## src/rtl/rom_msg_streamer.sv

```systemverilog
// Walks a combinational character ROM from address 0 and streams each byte over valid/ready,
// stopping at a NUL byte or after MSG_LEN bytes. Optional MSG_REPEAT_EN adds an rpt input for back-to-back replay.
module rom_msg_streamer #(
  parameter int ADDR_W  = 4,
  parameter int MSG_LEN = 16
) (
  input  logic              clk,
  input  logic              rst_n,
  input  logic              start,
`ifdef MSG_REPEAT_EN
  input  logic              rpt,
`endif
  output logic [ADDR_W-1:0] rom_addr,
  input  logic [7:0]        rom_data,
  output logic [7:0]        tx_data,
  output logic              tx_valid,
  input  logic              tx_ready,
  output logic              busy,
  output logic              done,
  output logic [ADDR_W:0]   char_count,
  output logic [1:0]        dbg_state
);

  typedef enum logic [1:0] {
    S_IDLE  = 2'd0,
    S_FETCH = 2'd1,
    S_SEND  = 2'd2,
    S_DONE  = 2'd3
  } state_t;

  localparam logic [ADDR_W-1:0] LAST_ADDR = ADDR_W'(MSG_LEN - 1);

  state_t              state_q;
  logic [ADDR_W-1:0]   rom_addr_q;
  logic [7:0]          tx_data_q;
  logic                tx_valid_q;
  logic                done_q;
  logic [ADDR_W:0]     char_count_q;
  logic                repeat_req;

`ifdef MSG_REPEAT_EN
  assign repeat_req = rpt;
`else
  assign repeat_req = 1'b0;
`endif

  // Stream handshake: a byte transfers on a rising edge where tx_valid && tx_ready; once tx_valid
  // is raised, tx_data and tx_valid stay stable until that transfer, and tx_ready alone does nothing.
  always_ff @(posedge clk or negedge rst_n) begin
    if (!rst_n) begin
      state_q      <= S_IDLE;
      rom_addr_q   <= '0;
      tx_data_q    <= '0;
      tx_valid_q   <= 1'b0;
      done_q       <= 1'b0;
      char_count_q <= '0;
    end else begin
      case (state_q)
        S_IDLE: begin
          if (start) begin
            rom_addr_q   <= '0;
            char_count_q <= '0;
            state_q      <= S_FETCH;
          end
        end
        S_FETCH: begin
          if (rom_data == 8'h00) begin
            done_q  <= 1'b1;
            state_q <= S_DONE;
          end else begin
            tx_data_q  <= rom_data;
            tx_valid_q <= 1'b1;
            state_q    <= S_SEND;
          end
        end
        S_SEND: begin
          if (tx_ready) begin
            tx_valid_q   <= 1'b0;
            char_count_q <= char_count_q + (ADDR_W+1)'(1);
            if (rom_addr_q == LAST_ADDR) begin
              done_q  <= 1'b1;
              state_q <= S_DONE;
            end else begin
              rom_addr_q <= rom_addr_q + ADDR_W'(1);
              state_q    <= S_FETCH;
            end
          end
        end
        S_DONE: begin
          // done is high only for the single cycle spent here.
          done_q     <= 1'b0;
          rom_addr_q <= '0;
          if (repeat_req) begin
            char_count_q <= '0;
            state_q      <= S_FETCH;
          end else begin
            state_q <= S_IDLE;
          end
        end
        default: state_q <= S_IDLE;
      endcase
    end
  end

  assign rom_addr   = rom_addr_q;
  assign tx_data    = tx_data_q;
  assign tx_valid   = tx_valid_q;
  assign done       = done_q;
  assign char_count = char_count_q;
  assign busy       = (state_q != S_IDLE);
  assign dbg_state  = state_q;

endmodule

```

## config.mk

```make
export PLATFORM = sky130hd
export DESIGN_NAME = rom_msg_streamer
export DESIGN_NICKNAME = d
export VERILOG_FILES = /design/src/rtl/rom_msg_streamer.sv
export SDC_FILE = /design/constraint.sdc
export NUM_CORES = 1
export LEC_CHECK = 0
export BUFFER_PORTS_ARGS = -buffer_cell sky130_fd_sc_hd__buf_4
export CORE_MARGIN = 2
export CORE_UTILIZATION = 49
export DETAILED_ROUTE_END_ITERATION = 12
export PLACE_DENSITY = 0.8
export SYNTH_ARGS = -nofsm -noshare
export SYNTH_HDL_FRONTEND = slang
export SYNTH_SLANG_ARGS = --single-unit
```

## constraint.sdc

```tcl
create_clock -name clk -period 2 [get_ports clk]
set_input_delay 0.5 -clock clk [delete_from_list [all_inputs] [get_ports clk]]
set_output_delay 0.5 -clock clk [all_outputs]
set_load 0.05 [all_outputs]
```

* Yosys cells after proc, flatten, opt, wreduce, memory -nomap -nowiden
Cells that the tools add are included.
** Storage, ports and cells
- Output and inout port bits :: 22
- Register bits :: 21
- Input bits :: 12
** Operators by class
- Equal/unequal tests :: 10
- $add $sub $neg :: 2
- Bitwise logic cells :: 1
- Mux-type cells :: 19
- Reduce and logical (&&, ||, !) cells :: 13
** Operators by type and width (count)
- 4-bit 2-to-1 mux :: 3
- 2-bit != test (second input constant) :: 6
- 4-bit case mux with 3 select lines :: 1
- 5-bit 2-to-1 mux :: 2
- 5-bit case mux with 2 select lines :: 1
- 8-bit zero test :: 1
- 2-bit case mux with 4 select lines :: 1
- 4-bit AND reduction :: 2
- 1-bit 2-to-1 mux :: 6
- 2-bit 2-to-1 mux :: 3
- 3-bit AND reduction :: 2
- 2-bit nonzero test :: 3
- 3-bit nonzero test :: 2
- 5-bit by 1-bit adder with 5-bit output (second input constant) :: 1
- 4-bit by 1-bit adder with 4-bit output (second input constant) :: 1
- 2-bit equality test (second input constant) :: 2
- 4-bit equality test (second input constant) :: 1
- 2-bit AND reduction :: 2
- 1-bit case mux with 3 select lines :: 1
- 2-bit by 1-bit equality test with 1-bit output (second input constant) :: 1
- 2-bit zero test :: 1
- 1-bit case mux with 2 select lines :: 1
- 1-bit inverter :: 1

* Logic depth before layout (Yosys ltp)
- Depth after elaboration :: 4
- Depth in mapped cells :: 6

* Worst setup path after synthesis
OpenSTA, ideal clock, no wires.
- Path kind :: register to register
- From :: reg state_q[0] (netlist: dbg_state[0])
- To :: reg char_count_q[3] (netlist: char_count[3])
- Data required time :: 1.884 ns
- Stages on the path, launching flop included :: 6
- Path slack :: -0.074 ns
- Data arrival time :: 1.958 ns
- Clock period less this slack :: 2.074 ns
- Setup time :: 0.116 ns
- Path through :: dfrtp_1 > inv_1 > ha_1 > nor2b_1 > or3_1 > o311ai_0
** Between the ends
- Word-level cells in the longest chain between the ends :: 3
- Elaborated cells on any way between the ends :: 7
- Classes of those cells :: 3 x eq/ne; 1 x mux; 3 x reduce/logical
** RTL lines
- start, declared :: line 33 : state_t state_q;
- start signal, assigned :: line 51 : state_q <= S_IDLE;
- start signal, assigned :: line 63 : state_q <= S_FETCH;
- start signal, assigned :: line 69 : state_q <= S_DONE;
- 2-bit equality test or 2-bit zero test (tied branches) :: line 58 : case (state_q)
- 2-bit != test (no source line) or 2-bit nonzero test (tied branches)
- 3-bit AND reduction (no source line)
- end signal, assigned :: line 79 : char_count_q <= char_count_q + (ADDR_W+1)'(1);
- end, declared :: line 38 : logic [ADDR_W:0] char_count_q;
Several ways; a longest one is shown, not always the timed one.
A chain may end at the register's enable or synchronous reset.

* Worst setup path after layout
- From :: reg state_q[1] (netlist: dbg_state[1])
- To :: reg char_count_q[4] (netlist: char_count[4])
The elaborated chain is that of the path after synthesis.

==> impl_results.md <==
* Netlist Area Pre-Place at 1180 um^2
* Synth cell count leaders: dfrtp_1, mux2_2, nand2_1, nand3_1
* Worst Skew at roughly 0.0081 ns
* Register area share after synthesis at between 40% and 50%
* DR iter-0 viols at 23
* Syn. warnings at 0
* Maximum clock rate at around 540 MHz
* Postcts setup bufs at 0
* Row cnt at 17
* I/O pin count at 34
* Crit path max fanout at 6
* Max cap viols at 0
* Skew-Pair Late Insertion Delay at between 0.3 and 0.4 ns
* CP Capture Type: flop
* Global-route wire length before repair at between 4 and 5 mm
* Relative slew slack at 63.8%
* Die area at 2820 um^2
* Crit path launch type: flop
* Distinct cell type count after synthesis at 34
* Share of layout cells above drive strength 1 at 38.8%
* Placeable Area at 2250 um^2
* Height of the die at roughly 53 um
* Maximum vdd drop at ~1.5 mV
* Syn nets at about 130
* Area post-placement at between 1500 and 2000 um^2
* Leak pwr at between 0.7 and 0.8 nW
* Number of max-slew violations in the final report at 0
* Nets at approximately 170
* FFs w/ async S/R, synth at 100%
* TritonCTS Buffers at 3
* Final hold viol count at 0
* # DRC at 0
* Cells after Synth at around 110
* Grt ovf at 0
* Count leader, synth: dfrtp_1
* Hold-fix buffers at CTS at 0
* Fin crit share at between 90% and 100%
* Synthesized area per cell at 10.6 um^2
* Root buf cell: clkbuf_4
* Kind of critical path: flop to flop
* Drt first pass iters at 4
* CP required at 2.20 ns
* Synth Register Bits at 21
* Top post-synthesis cells by area: dfrtp_1, mux2_2, ha_1
* Final Non-Filler Cells at 180
* Number of flops mapped to enable cells by yosys at 0
* Clk slew on worst S/H paths at about 0.13 ns
* GRT Total Usage at a little under a quarter
* Vias per cell at ~6.0
* Gpl congestion at roughly 0.80
* Sink Count at 21
* Placed insts at between 150 and 200
* Clock Path Buffers at 2
* Initial antenna violation count at 0
* Hold Crit Class: input pin to async pin
* Status: finished clean
* ANT cells at 0
* Setup_tns at 0 ns
* Cell taking the most area after synthesis: dfrtp_1
* CTS resizes at 0
* Final setup margin at roughly 0.15 ns
* Slew at the pin closest to its max-slew limit at 0.538 ns
* Post-synth top flop: dfrtp_1
* Die Wd at around 53 um
* Placed wire-length estimate at about 2.1 mm
* # setup viols final at 0
* Yosys top cell area share at between 40% and 50%
* Post-route cell area at 1530 um^2
* Post-route ant nets at 0
* Post-Route WL at ~2.7 mm
* Min Tclk post-route at roughly 1.9 ns
* Via count at 1075
* CTS tree: done
* Area grow syn2layout at 29.9%
* Vias in the first global route at about 1000
* RSZ-0062 raised after global routing: false
* Pwr Density at 1890 nW/um^2
* Largest net degree at the start of global routing at 22
* Initial Util at 52.4%
* H-Tree Depth at 1
* Worst Path Arrival at between 2 and 2.5 ns
* Dpl ws at 0.00111 ns
* Input/output buffers at 33
* Wire per inst at about 15 um
==> critical path: stages (launching register included) <==
cell	delay (ns)
dfrtp_2	0.42
buf_4	0.15
ha_1	0.23
nor2b_1	0.15
or3_1	0.45
o311ai_0	0.36
==> state kept, by name, indices dropped and copies added, names as in the netlist <==
| name | flops |
|---|---|
| tx_valid | 1 |
| rom_addr | 4 |
| done | 1 |
| char_count | 5 |
| dbg_state | 2 |
| tx_data | 8 |
==> layout make-up <==
type / count / area (um^2)
Clock buffer: 3 / 22.5
Clock inverter: 1 / 5.00
Fill cell: 174 / 721
Inverter: 5 / 18.8
Multi-Input combinational cell: 82 / 624
Sequential cell: 21 / 528
Tap cell: 28 / 35.0
Timing Repair Buffer: 40 / 300
==> power breakdown <==
part | internal, mW | leakage, nW | switching, mW
Sequential | 0.613 | 0.258 | 0.145
Clock | 0.0746 | 0.0177 | 0.136
Combinational | 0.696 | 0.424 | 1.24
==> stage by stage <==
stage,total power [mW],util [%],hold WS (ns)
floorplan,2.09,-,0.204
global placement,2.65,66.8,0.402
detailed placement,2.69,66.8,0.406
CTS,2.90,68.0,0.0615
global route,3.08,68.0,0.0624
finish,2.90,68.0,0.0533
==> worst paths after layout <==
| kind | from | slack (ns) | to | depth (start not counted) |
|---|---|---|---|---|
| max | dbg_state[1]$_DFFE_PN0P_ | 0.15 | char_count[4]$_DFFE_PN0P_ | 5 |
| min | rst_n | 0.05 | rom_addr[2]$_DFFE_PN0P_ | 1 |
| max reg2reg | dbg_state[1]$_DFFE_PN0P_ | 0.15 | char_count[4]$_DFFE_PN0P_ | 5 |
| min reg2reg | tx_data[1]$_DFFE_PN0P_ | 0.52 | tx_data[1]$_DFFE_PN0P_ | 1 |
| max in group asynchronous | rst_n | 1.71 | dbg_state[0]$_DFFE_PN0P_ | 1 |
| min in group clk | rom_data[0] | 0.44 | tx_data[0]$_DFFE_PN0P_ | 2 |
==> layout by cell type (no fill, tap or decap), types with 3 or more instances in the layout <==
cell type  synthesis  routed
mux2_2             9       9
clkbuf_4           0       3
dfrtp_1           21      19
nor4_1             3       3
o31ai_1            6       6
nand2b_1           6       6
inv_1              5       5
nand2_1            7       7
nand3_1            7       7
or3_1              3       3
buf_4              0      40
nor2b_1            3       3
ha_1               6       6
==> logic make-up after synthesis <==
logic type,after synthesis,synth area share (%)
flops,21,44.5
fa+ha+maj,6,6.36
simple gates,39,19.0
compound gates,28,19.0
buf+inv,8,2.65
mux,9,8.58
==> routing by layer <==
layer	up-vias	track usage, %	share of wire (%)
met4	0	8.55	1.0
met5	-	0	0
met1	524	28.3	44
li1	510	-	-
met3	4	4.52	6.2
met2	37	38.1	48
Power figures use the tool's default switching activity.
